<file path="src/rtl/fetch_pkg.sv">
// Shared types and constants for the instruction-fetch sequencer.
package fetch_pkg;

  typedef enum logic [2:0] {
    StIdle,
    StReq,
    StWait,
    StFull,
    StStep,
    StHalted
  } fetch_state_t;

  localparam logic [3:0] OP_JMP = 4'hE;
  localparam logic [3:0] OP_HLT = 4'hF;

  // Opcode is the top nibble of an instruction of the given width (width <= 32).
  function automatic logic [3:0] opcode_of(input logic [31:0] instr, input int unsigned width);
    logic [31:0] sh;
    sh = instr >> (width - 4);
    return sh[3:0];
  endfunction

endpackage

</file>
<file path="src/rtl/fetch_fifo.sv">
// Small instruction FIFO holding {fetch address, instruction} pairs.
module fetch_fifo #(
  parameter int unsigned INSTR_W = 16,
  parameter int unsigned DEPTH   = 2
) (
  input  logic               clk,
  input  logic               reset,
  input  logic               push,
  input  logic [INSTR_W-1:0] push_data,
  input  logic [15:0]        push_pc,
  output logic               full,
  output logic               valid,
  input  logic               ready,
  output logic [INSTR_W-1:0] data,
  output logic [15:0]        pc
);

  localparam int unsigned AW = $clog2(DEPTH);

  logic [INSTR_W-1:0] data_mem [DEPTH];
  logic [15:0]        pc_mem   [DEPTH];
  logic [AW:0]        wptr_q, rptr_q;
  logic               pop, wr_en;

  // Extra pointer bit distinguishes full from empty when the indices match.
  assign valid = (wptr_q != rptr_q);
  assign full  = (wptr_q[AW] != rptr_q[AW]) && (wptr_q[AW-1:0] == rptr_q[AW-1:0]);
  assign pop   = valid && ready;
  // A push while full is accepted only when the head leaves in the same cycle.
  assign wr_en = push && (!full || pop);
  assign data  = data_mem[rptr_q[AW-1:0]];
  assign pc    = pc_mem[rptr_q[AW-1:0]];

  // Pointer update; pointers wrap naturally.
  always_ff @(posedge clk or posedge reset) begin
    if (reset) begin
      wptr_q <= '0;
      rptr_q <= '0;
    end else begin
      if (wr_en) wptr_q <= wptr_q + 1'b1;
      if (pop)   rptr_q <= rptr_q + 1'b1;
    end
  end

  // Storage write; contents are don't-care until the pointers cover them.
  always_ff @(posedge clk) begin
    if (wr_en) begin
      data_mem[wptr_q[AW-1:0]] <= push_data;
      pc_mem[wptr_q[AW-1:0]]   <= push_pc;
    end
  end

endmodule

</file>
<file path="src/rtl/fetch_sequencer.sv">
// Fetch control: drives the program counter, reads instruction memory, decodes
// jump/halt, and queues fetched instructions for downstream decode.
module fetch_sequencer
  import fetch_pkg::*;
#(
  parameter int unsigned INSTR_W = 16,
  parameter int unsigned DEPTH   = 2,
  parameter logic [3:0]  OP_JMP  = fetch_pkg::OP_JMP,
  parameter logic [3:0]  OP_HLT  = fetch_pkg::OP_HLT
) (
  input  logic               clk,
  input  logic               reset,
  input  logic               start,
  input  logic [15:0]        pc,
  output logic               pc_start,
  output logic               pc_jump,
  output logic [7:0]         pc_jump_value,
  output logic               pc_halt,
  output logic               imem_req,
  output logic [15:0]        imem_addr,
  input  logic [INSTR_W-1:0] imem_rdata,
  input  logic               imem_rvalid,
  output logic               instr_valid,
  output logic [INSTR_W-1:0] instr_data,
  output logic [15:0]        instr_pc,
  input  logic               instr_ready,
  output logic               halted
);

  fetch_state_t       state_q, state_d;
  logic [INSTR_W-1:0] held_q;
  logic [15:0]        addr_q;
  logic [3:0]         rdata_op, held_op;
  logic               fifo_push, fifo_full, fifo_pop;
  logic [INSTR_W-1:0] push_data;

  assign rdata_op  = opcode_of(32'(imem_rdata), INSTR_W);
  assign held_op   = opcode_of(32'(held_q), INSTR_W);
  assign fifo_pop  = instr_valid && instr_ready;
  assign imem_addr = pc;
  assign halted    = (state_q == StHalted);

  // State register plus the fetch address and the word parked while the FIFO is full.
  always_ff @(posedge clk or posedge reset) begin
    if (reset) begin
      state_q <= StIdle;
      held_q  <= '0;
      addr_q  <= '0;
    end else begin
      state_q <= state_d;
      if (state_q == StReq) addr_q <= pc;
      if (state_q == StWait && imem_rvalid) held_q <= imem_rdata;
    end
  end

  // Next state and PC/memory/FIFO controls.
  always_comb begin
    state_d       = state_q;
    pc_start      = 1'b0;
    pc_jump       = 1'b0;
    pc_jump_value = 8'h00;
    pc_halt       = 1'b1;
    imem_req      = 1'b0;
    fifo_push     = 1'b0;
    push_data     = imem_rdata;
    unique case (state_q)
      StIdle: begin
        if (start) begin
          pc_start = 1'b1;
          state_d  = StReq;
        end
      end
      StReq: begin
        imem_req = 1'b1;
        state_d  = StWait;
      end
      StWait: begin
        if (imem_rvalid) begin
          if (rdata_op == OP_JMP) begin
            pc_jump       = 1'b1;
            pc_jump_value = imem_rdata[7:0];
            pc_halt       = 1'b0;
            state_d       = StReq;
          end else if (fifo_full) begin
            state_d = StFull;
          end else begin
            fifo_push = 1'b1;
            state_d   = (rdata_op == OP_HLT) ? StHalted : StStep;
          end
        end
      end
      StFull: begin
        push_data = held_q;
        if (!fifo_full || fifo_pop) begin
          fifo_push = 1'b1;
          state_d   = (held_op == OP_HLT) ? StHalted : StStep;
        end
      end
      StStep: begin
        // The only non-jump cycle in which the PC may advance.
        pc_halt = 1'b0;
        state_d = StReq;
      end
      StHalted: begin
        if (start) begin
          pc_start = 1'b1;
          state_d  = StReq;
        end
      end
      default: state_d = StIdle;
    endcase
  end

  fetch_fifo #(
    .INSTR_W(INSTR_W),
    .DEPTH  (DEPTH)
  ) u_fifo (
    .clk      (clk),
    .reset    (reset),
    .push     (fifo_push),
    .push_data(push_data),
    .push_pc  (addr_q),
    .full     (fifo_full),
    .valid    (instr_valid),
    .ready    (instr_ready),
    .data     (instr_data),
    .pc       (instr_pc)
  );

endmodule

</file>
<file path="config.mk">
export PLATFORM = sky130hd
export DESIGN_NAME = fetch_sequencer
export DESIGN_NICKNAME = d
export VERILOG_FILES = /design/src/rtl/fetch_pkg.sv /design/src/rtl/fetch_fifo.sv /design/src/rtl/fetch_sequencer.sv
export SDC_FILE = /design/constraint.sdc
export NUM_CORES = 1
export LEC_CHECK = 0
export ABC_AREA = 1
export ABC_CLOCK_PERIOD_IN_PS = 4500
export CAP_MARGIN = 5
export CORE_MARGIN = 2
export CORE_UTILIZATION = 54
export DETAILED_ROUTE_END_ITERATION = 8
export GPL_TIMING_DRIVEN = 0
export PLACE_DENSITY = 0.82
export SYNTH_ARGS = -nofsm -noshare
export SYNTH_HDL_FRONTEND = slang
export SYNTH_SLANG_ARGS = --single-unit
export TNS_END_PERCENT = 1
</file>
<file path="constraint.sdc">
create_clock -name clk -period 4.5 [get_ports clk]
set_input_delay 0.45 -clock clk [delete_from_list [all_inputs] [get_ports clk]]
set_output_delay 0.45 -clock clk [all_outputs]
set_load 0.005 [all_outputs]
</file>
# After elaboration in Yosys (flattened, before gate mapping)
# Memory sizes are Yosys's and may differ from the RTL's.
# Cells that the tools add are included.
dict set report classes {
  add_sub_neg 2
  eq_ne 14
  mux 28
  n_reduce_logical 9
}
# op n
set op_table {}
lappend op_table {{2-to-1 mux 8 bit} 3}
lappend op_table {{2-to-1 mux 1 bit} 16}
lappend op_table {{2-to-1 mux 16 bit} 1}
lappend op_table {{2-to-1 mux 3 bit} 5}
lappend op_table {{case mux 3 bit (5 select lines)} 1}
lappend op_table {{equality test 4 bit (second input constant)} 3}
lappend op_table {{equality test 3 x 2 -> 1 bit (second input constant)} 2}
lappend op_table {{equality test 3 bit (second input constant)} 2}
lappend op_table {{adder 2 x 1 -> 2 bit (second input constant)} 2}
lappend op_table {{logical AND 1 bit} 4}
lappend op_table {{inequality test 2 bit (second input constant)} 2}
lappend op_table {{case mux 1 bit (2 select lines)} 2}
lappend op_table {{equality test 3 x 1 -> 1 bit (second input constant)} 1}
lappend op_table {{zero test 3 bit} 1}
lappend op_table {{AND reduction 3 bit} 1}
lappend op_table {{inequality test 2 x 1 -> 1 bit (second input constant)} 1}
lappend op_table {{inequality test 2 bit} 1}
lappend op_table {{OR reduction 2 bit} 1}
lappend op_table {{equality test 1 bit} 1}
lappend op_table {{zero test 1 bit} 1}
lappend op_table {{logical OR 1 bit} 1}
lappend op_table {{inequality test 1 bit} 1}
dict set report totals {
  ff_bits 39
  ramBits 64
  input_bits 37
  output_inout_bits 62
  memories 2
}
# memory depth word_bits read_ports rd_ports_with_merged_regs write_ports line_no
set mem_list {}
lappend mem_list {u_fifo.data_mem 2 16 1 0 1 fetch_fifo.sv:20} ;# logic [INSTR_W-1:0] data_mem [DEPTH];
lappend mem_list {u_fifo.pc_mem 2 16 1 0 1 fetch_fifo.sv:21} ;# logic [15:0] pc_mem [DEPTH];

# Logic depth before layout (Yosys ltp)
dict set report logic_depth {
  depth_word 9
  depth_mapped 9
}

# By module
# From an unflattened synthesis, not the netlist that was laid out.
dict set report unflattened {
  cells_unflattened 464
  area_unflattened_um2 4535.6
}
# mod instances cells_per_inst area_each_um2 seq_area_each_um2
set by_module_without_submodules {}
lappend by_module_without_submodules {fetch_fifo 1 207 2616.3 2021.9}
lappend by_module_without_submodules {fetch_sequencer 1 257 1919.3 875.8}

# Least setup slack after synthesis
# No wires, ideal clock.
dict set report synth_timing {
  path_type {register to register}
  startpoint {register state_q[2]}
  endpoint {memory u_fifo.data_mem[1][0], enable pin}
  setup_ns 0.396
  arrival_ns 1.933
  required_ns 4.104
  setup_slack_ns 2.171
  path_stages_with_launch 9
  cell_sequence {dfrtp_1 -> buf_4 -> inv_2 -> nand3_4 -> nor2_8 -> nand3_2 -> nand2_2 -> inv_2 -> nor2_2}
}
dict set report synth_via {
  elab_chain_len 5
}
# item line_no
set synth_rtl {}
lappend synth_rtl {{start, declared} fetch_sequencer.sv:30} ;# fetch_state_t state_q, state_d;
lappend synth_rtl {{start signal, assigned} fetch_sequencer.sv:46} ;# state_q <= StIdle;
lappend synth_rtl {{start signal, assigned} fetch_sequencer.sv:50} ;# state_q <= state_d;
lappend synth_rtl {{equality test 3 x 2 -> 1 bit} fetch_sequencer.sv:66} ;# unique case (state_q)
lappend synth_rtl {{case mux 1 bit (2 select lines) *} fetch_sequencer.sv:66}
lappend synth_rtl {{logical AND 1 bit *} fetch_fifo.sv:30} ;# assign wr_en = push && (!full || pop);
lappend synth_rtl {{2-to-1 mux 1 bit *} fetch_fifo.sv:47} ;# if (wr_en) begin
lappend synth_rtl {{2-to-1 mux 1 bit (implied by the code) *} fetch_fifo.sv:48} ;# data_mem[wptr_q[AW-1:0]] <= push_data;
lappend synth_rtl {{end, declared} fetch_fifo.sv:20}
# Every way passes the cells marked *; elsewhere a longest branch is shown, timed or not.

# Worst setup path in the final report
dict set report layout_timing {
  startpoint {input imem_rdata[13]}
  endpoint {output pc_jump_value[2]}
}
dict set report layout_via {
  elab_chain_len 4
}
# item line_no
set layout_rtl {}
lappend layout_rtl {{start, declared} fetch_sequencer.sv:21} ;# input logic [INSTR_W-1:0] imem_rdata,
lappend layout_rtl {{equality test 4 bit} fetch_sequencer.sv:79} ;# if (rdata_op == OP_JMP) begin
lappend layout_rtl {{2-to-1 mux 8 bit} fetch_sequencer.sv:79}
lappend layout_rtl {{2-to-1 mux 8 bit} fetch_sequencer.sv:78} ;# if (imem_rvalid) begin
lappend layout_rtl {{2-to-1 mux 8 bit} fetch_sequencer.sv:66}
lappend layout_rtl {{end, declared} fetch_sequencer.sv:17} ;# output logic [7:0] pc_jump_value,
# No other way between the ends.

==> out/results.env <==
SYNTH_COMPOUND_AREA_SHARE_PCT=4.69
POST_SYNTH_AND_OR_NAND_NOR_AREA_FRACTION_PCT=22.5
R2R_CELLS=9
TIMING.CRITICAL_PATH.FROM_TYPE='input pin'
VIAS=3361
YOSYS.CELL_TYPES.COUNT=28
KIND_OF_END_POINT_OF_THE_CRITICAL_PATH='output port'
PLACE_INST=654
SEQPWRFRAC_PCT=43.2
DRT_PRE_ANTENNA_ITERS=6
AVG_CELL_AREA_SYN_SQ_UM=10.0
ANTENNA_FOUND_INITIAL=0
POST-SYNTH-TOP-AREA-FRACTION_PCT=42.6
CLK_LATENCY_WORST_SKEW_PAIR_NS=0.36
CTS.REPAIR.RESIZED=0
P_CLK_SHARE_PCT=17.1
CHIPWIDTH_UM=95.4
DIE_HEIGHT_UM=95.4
CTS-HOLD-FIX-BUFFERS=0
P_INT_mW=2.27
IO_PINS=99
WL_PER_CELL_UM=14.8
TRITONCTS.NUM_BUFFERS=9
LEAKAGEPOWER_nW=2.56
PEAKVDDDROP_mV=0.356
POWER_DENSITY_nW_PER_UM2=604
SETUP_TNS_AFTER_FINAL_LAYOUT_NS=0
GRT_OVERFLOW_TOTAL=0
DRV.MAX_CAP_VIOLATION_COUNT=0
CLKSINKCOUNT=103
AVGVIACOUNTPERCELL=5.01
FINAL-HOLD-VIOLATION-COUNT=0
COMB_POWER_SHARE_PCT=39.6
SWSHARE_PCT=35.7
NETLIST_AREA_SQ_UM=4510
HTREE_LEVELS=3
CRITPATHREQUIREDTIME_NS=4.05
POSTROUTEWIRELENGTH_UM=9930
SEQUENTIAL_AREA_SHARE_AFTER_SYNTHESIS_PCT=64.2
WORST_SETUP_HOLD_PATH_CLK_SLEW_NS=0.10
WORST_EP_ARRIVAL_TIME_NS=2.47
SKEW_NS=0.0107
ANTENNADIODECOUNT=0
R2R_SLACK_NS=2.07
FLOORPLAN.INITIALDENSITY_PCT=55.2
DP_HPWL_UM=6910
FP-ROW-COUNT=33
RR_STARTPOINT='state_q[2]'
POST_CTS.REPAIR.SETUP_BUFFERS=0
PORT_BUFFERS=98
AREA_OF_THE_CORE_REGION_SQ_UM=8180
LARGEST_BUFFER_COUNT_ON_ANY_CLOCK_PATH=2
FP.DIEAREA_SQ_UM=9100
GRT_PASS1_WL_UM=15500
MAX-SLEW-MARGIN-REL_PCT=38.5
SYNTH.AREA.MUX_SHARE_PCT=0
SYNTH_FA_HA_AREA_SHARE_PCT=0
SYNTH.AREA.TOP_CELLS='edfxtp_1, dfrtp_1, nand2_1, buf_4, o21ai_0'
DR.FIRST_ITER.DRC_COUNT=202
POWER_SWITCHING_mW=1.26
SETUP-VIOLATIONS-FINAL=0
OUTCOME='finished clean'
DRCVIOLATIONCOUNT=0
PROPORTION_OF_LAYOUT_CELLS_WITH_A_DRIVE_SUFFIX_ABOVE_1_PCT=12.9
YOSYSWARNINGCOUNT=0
GRT_PASS1_VIAS=3289
CELL_TAKING_THE_MOST_AREA_AFTER_SYNTHESIS='edfxtp_1'
RSZ0062_AT_GRT='no'
CTS_TREE='yes'
GRT.TOTAL_USAGE_PCT=22.9
CRITICAL_PATH.MAX_FANOUT=7
GLOBALPLACE.CONGESTION=0.800
DRTANTENNAVIOLNETS=0
SLEW_VIOL_FINAL=0
CLOCK_TREE.ROOT_CELL='clkbuf_8'
SYNTH_NETS=488
FIN_CRIT_SH_PCT=64.8
FIN_NETS=598
YOSYS_REGISTER_BITS=103
HOLD_WS_NS=0.482
TIMING.SETUP.CRITICAL_PATH_CLASS='in -> out'
TIMING.CRITICAL_PATH.TO='pc_jump_value[2]'
AREA_GROWTH_SYN_TO_LAYOUT_PCT=29.8
SYNTH-XOR-AREA-SHARE_PCT=0.582
CLOCK.FMAX_MHz=343
LAYOUT.CELLS.NON_FILLER=671
MIN-DELAY-PATH-CLASS='reg -> reg'
CRITICAL_PATH.REG2REG.ENDPOINT='u_fifo.data_mem[0][1]'
POST_SYNTH_INST_COUNT=451
WORST_SLEW_PIN_SLEW_NS=0.921
CRIT_PATH_START='imem_rdata[13]'
FIN_CRIT_NS=2.92
MAXIMUM_NUMBER_OF_PINS_ON_ONE_NET_BEFORE_GLOBAL_ROUTE_REPAIR=40
MAIN_COMBINATIONAL_CELL_FAMILY_BY_AREA_AFTER_SYNTHESIS='simple AND/OR/NAND/NOR gates'
-- synth_stat cells --
master / number
nand2_2: 3
dfrtp_1: 39
clkinv_1: 1
a31oi_1: 1
clkbuf_1: 4
buf_4: 17
nand3_4: 1
buf_6: 3
nor3_4: 1
inv_2: 6
nor2_4: 1
nand4_1: 3
edfxtp_1: 64
inv_1: 31
o21ai_0: 24
nand3b_1: 1
nand3_2: 1
nor2_8: 2
buf_1: 2
inv_4: 2
nand2_1: 200
buf_2: 4
xor2_1: 3
a21oi_1: 3
o21ai_2: 8
nor2_1: 9
nor2_2: 6
nand3_1: 11
-- state kept, by name (all words and copies together) (netlist names) --
name / cells
u_fifo.data_mem: 32
u_fifo.pc_mem: 32
addr_q: 16
held_q: 16
state_q: 3
u_fifo.rptr_q: 2
u_fifo.wptr_q: 2
-- kinds of logic after synthesis --
logic type	after synthesis
AND/OR/NAND/NOR	239
flip-flops	103
buffers and inverters	70
AO/OA/AOI/OAI	36
XOR/XNOR	3
-- power by group through the flow --
stage | Clock, mW | Combinational [mW] | Sequential (mW)
after floorplan | 0 | 0.782 | 1.50
after global placement | 0 | 1.33 | 1.52
after detailed placement | 0 | 1.39 | 1.54
after CTS | 0.609 | 1.40 | 1.53
after global routing | 0.648 | 1.56 | 1.56
final | 0.606 | 1.40 | 1.53
-- cell type report --
type | count | area (sq um)
timing repair buffer | 99 | 996
inverter | 40 | 155
buffer | 30 | 204
multi-input combinational | 278 | 1260
tap | 105 | 131
fill | 620 | 2320
sequential | 103 | 2900
clock buffer | 10 | 138
clock inverter | 6 | 73.8
-- through the flow --
| step | total power [mW] | setup WS [ns] | cell area, sq um | util, % |
|---|---|---|---|---|
| floorplan | 2.28 | 2.17 | 4510 | - |
| global placement | 2.86 | 1.18 | 5620 | 68.8 |
| detailed placement | 2.93 | 1.33 | 5630 | 68.9 |
| CTS | 3.54 | 1.58 | 5840 | 71.4 |
| global route | 3.76 | 1.48 | 5860 | 71.6 |
| finish | 3.54 | 1.58 | 5860 | 71.6 |
-- critical path, cell delays in order --
cell	delay [ns]
clkdlybuf4s50_1	0.51
nand4_1	0.46
nor2_4	0.32
inv_2	0.09
nor2_2	0.11
clkdlybuf4s50_1	0.52
-- layout by cell type (no fill, tap or decap), drive strengths merged --
cell type	synthesis	final
nand3	13	13
o21ai	32	32
nand2	203	203
a21oi	3	3
clkinv	1	1
nor3	1	1
a31oi	1	1
nand3b	1	1
dfrtp	39	39
inv	39	42
buf	26	27
clkbuf	4	14
clkinvlp	0	2
bufinv	0	1
nor2	18	18
edfxtp	64	64
nand4	3	3
xor2	3	3
clkdlybuf4s50	0	98
-- worst min-delay path by stage --
stage / startpoint / endpoint / slack (ns) / cells after the start
after CTS: addr_q[7] / u_fifo.pc_mem[0][7] / 0.48 / 0
after global routing: addr_q[7] / u_fifo.pc_mem[1][7] / 0.50 / 0
after detailed placement: addr_q[7] / u_fifo.pc_mem[0][7] / 0.46 / 0
final: addr_q[10] / u_fifo.pc_mem[0][10] / 0.48 / 0
after floorplan: addr_q[0] / u_fifo.pc_mem[0][0] / 0.44 / 0
after global placement: addr_q[10] / u_fifo.pc_mem[0][10] / 0.45 / 0
-- routing by layer --
metal  routed length, um  vias up  track usage [%]
li1                    -     1647                -
met1                3950     1584             29.1
met2                5200      108             39.8
met3                 510       22             3.24
met4                 269        0             8.93
met5                   0        -                0
Note: power is estimated with default switching activity, not from simulation.
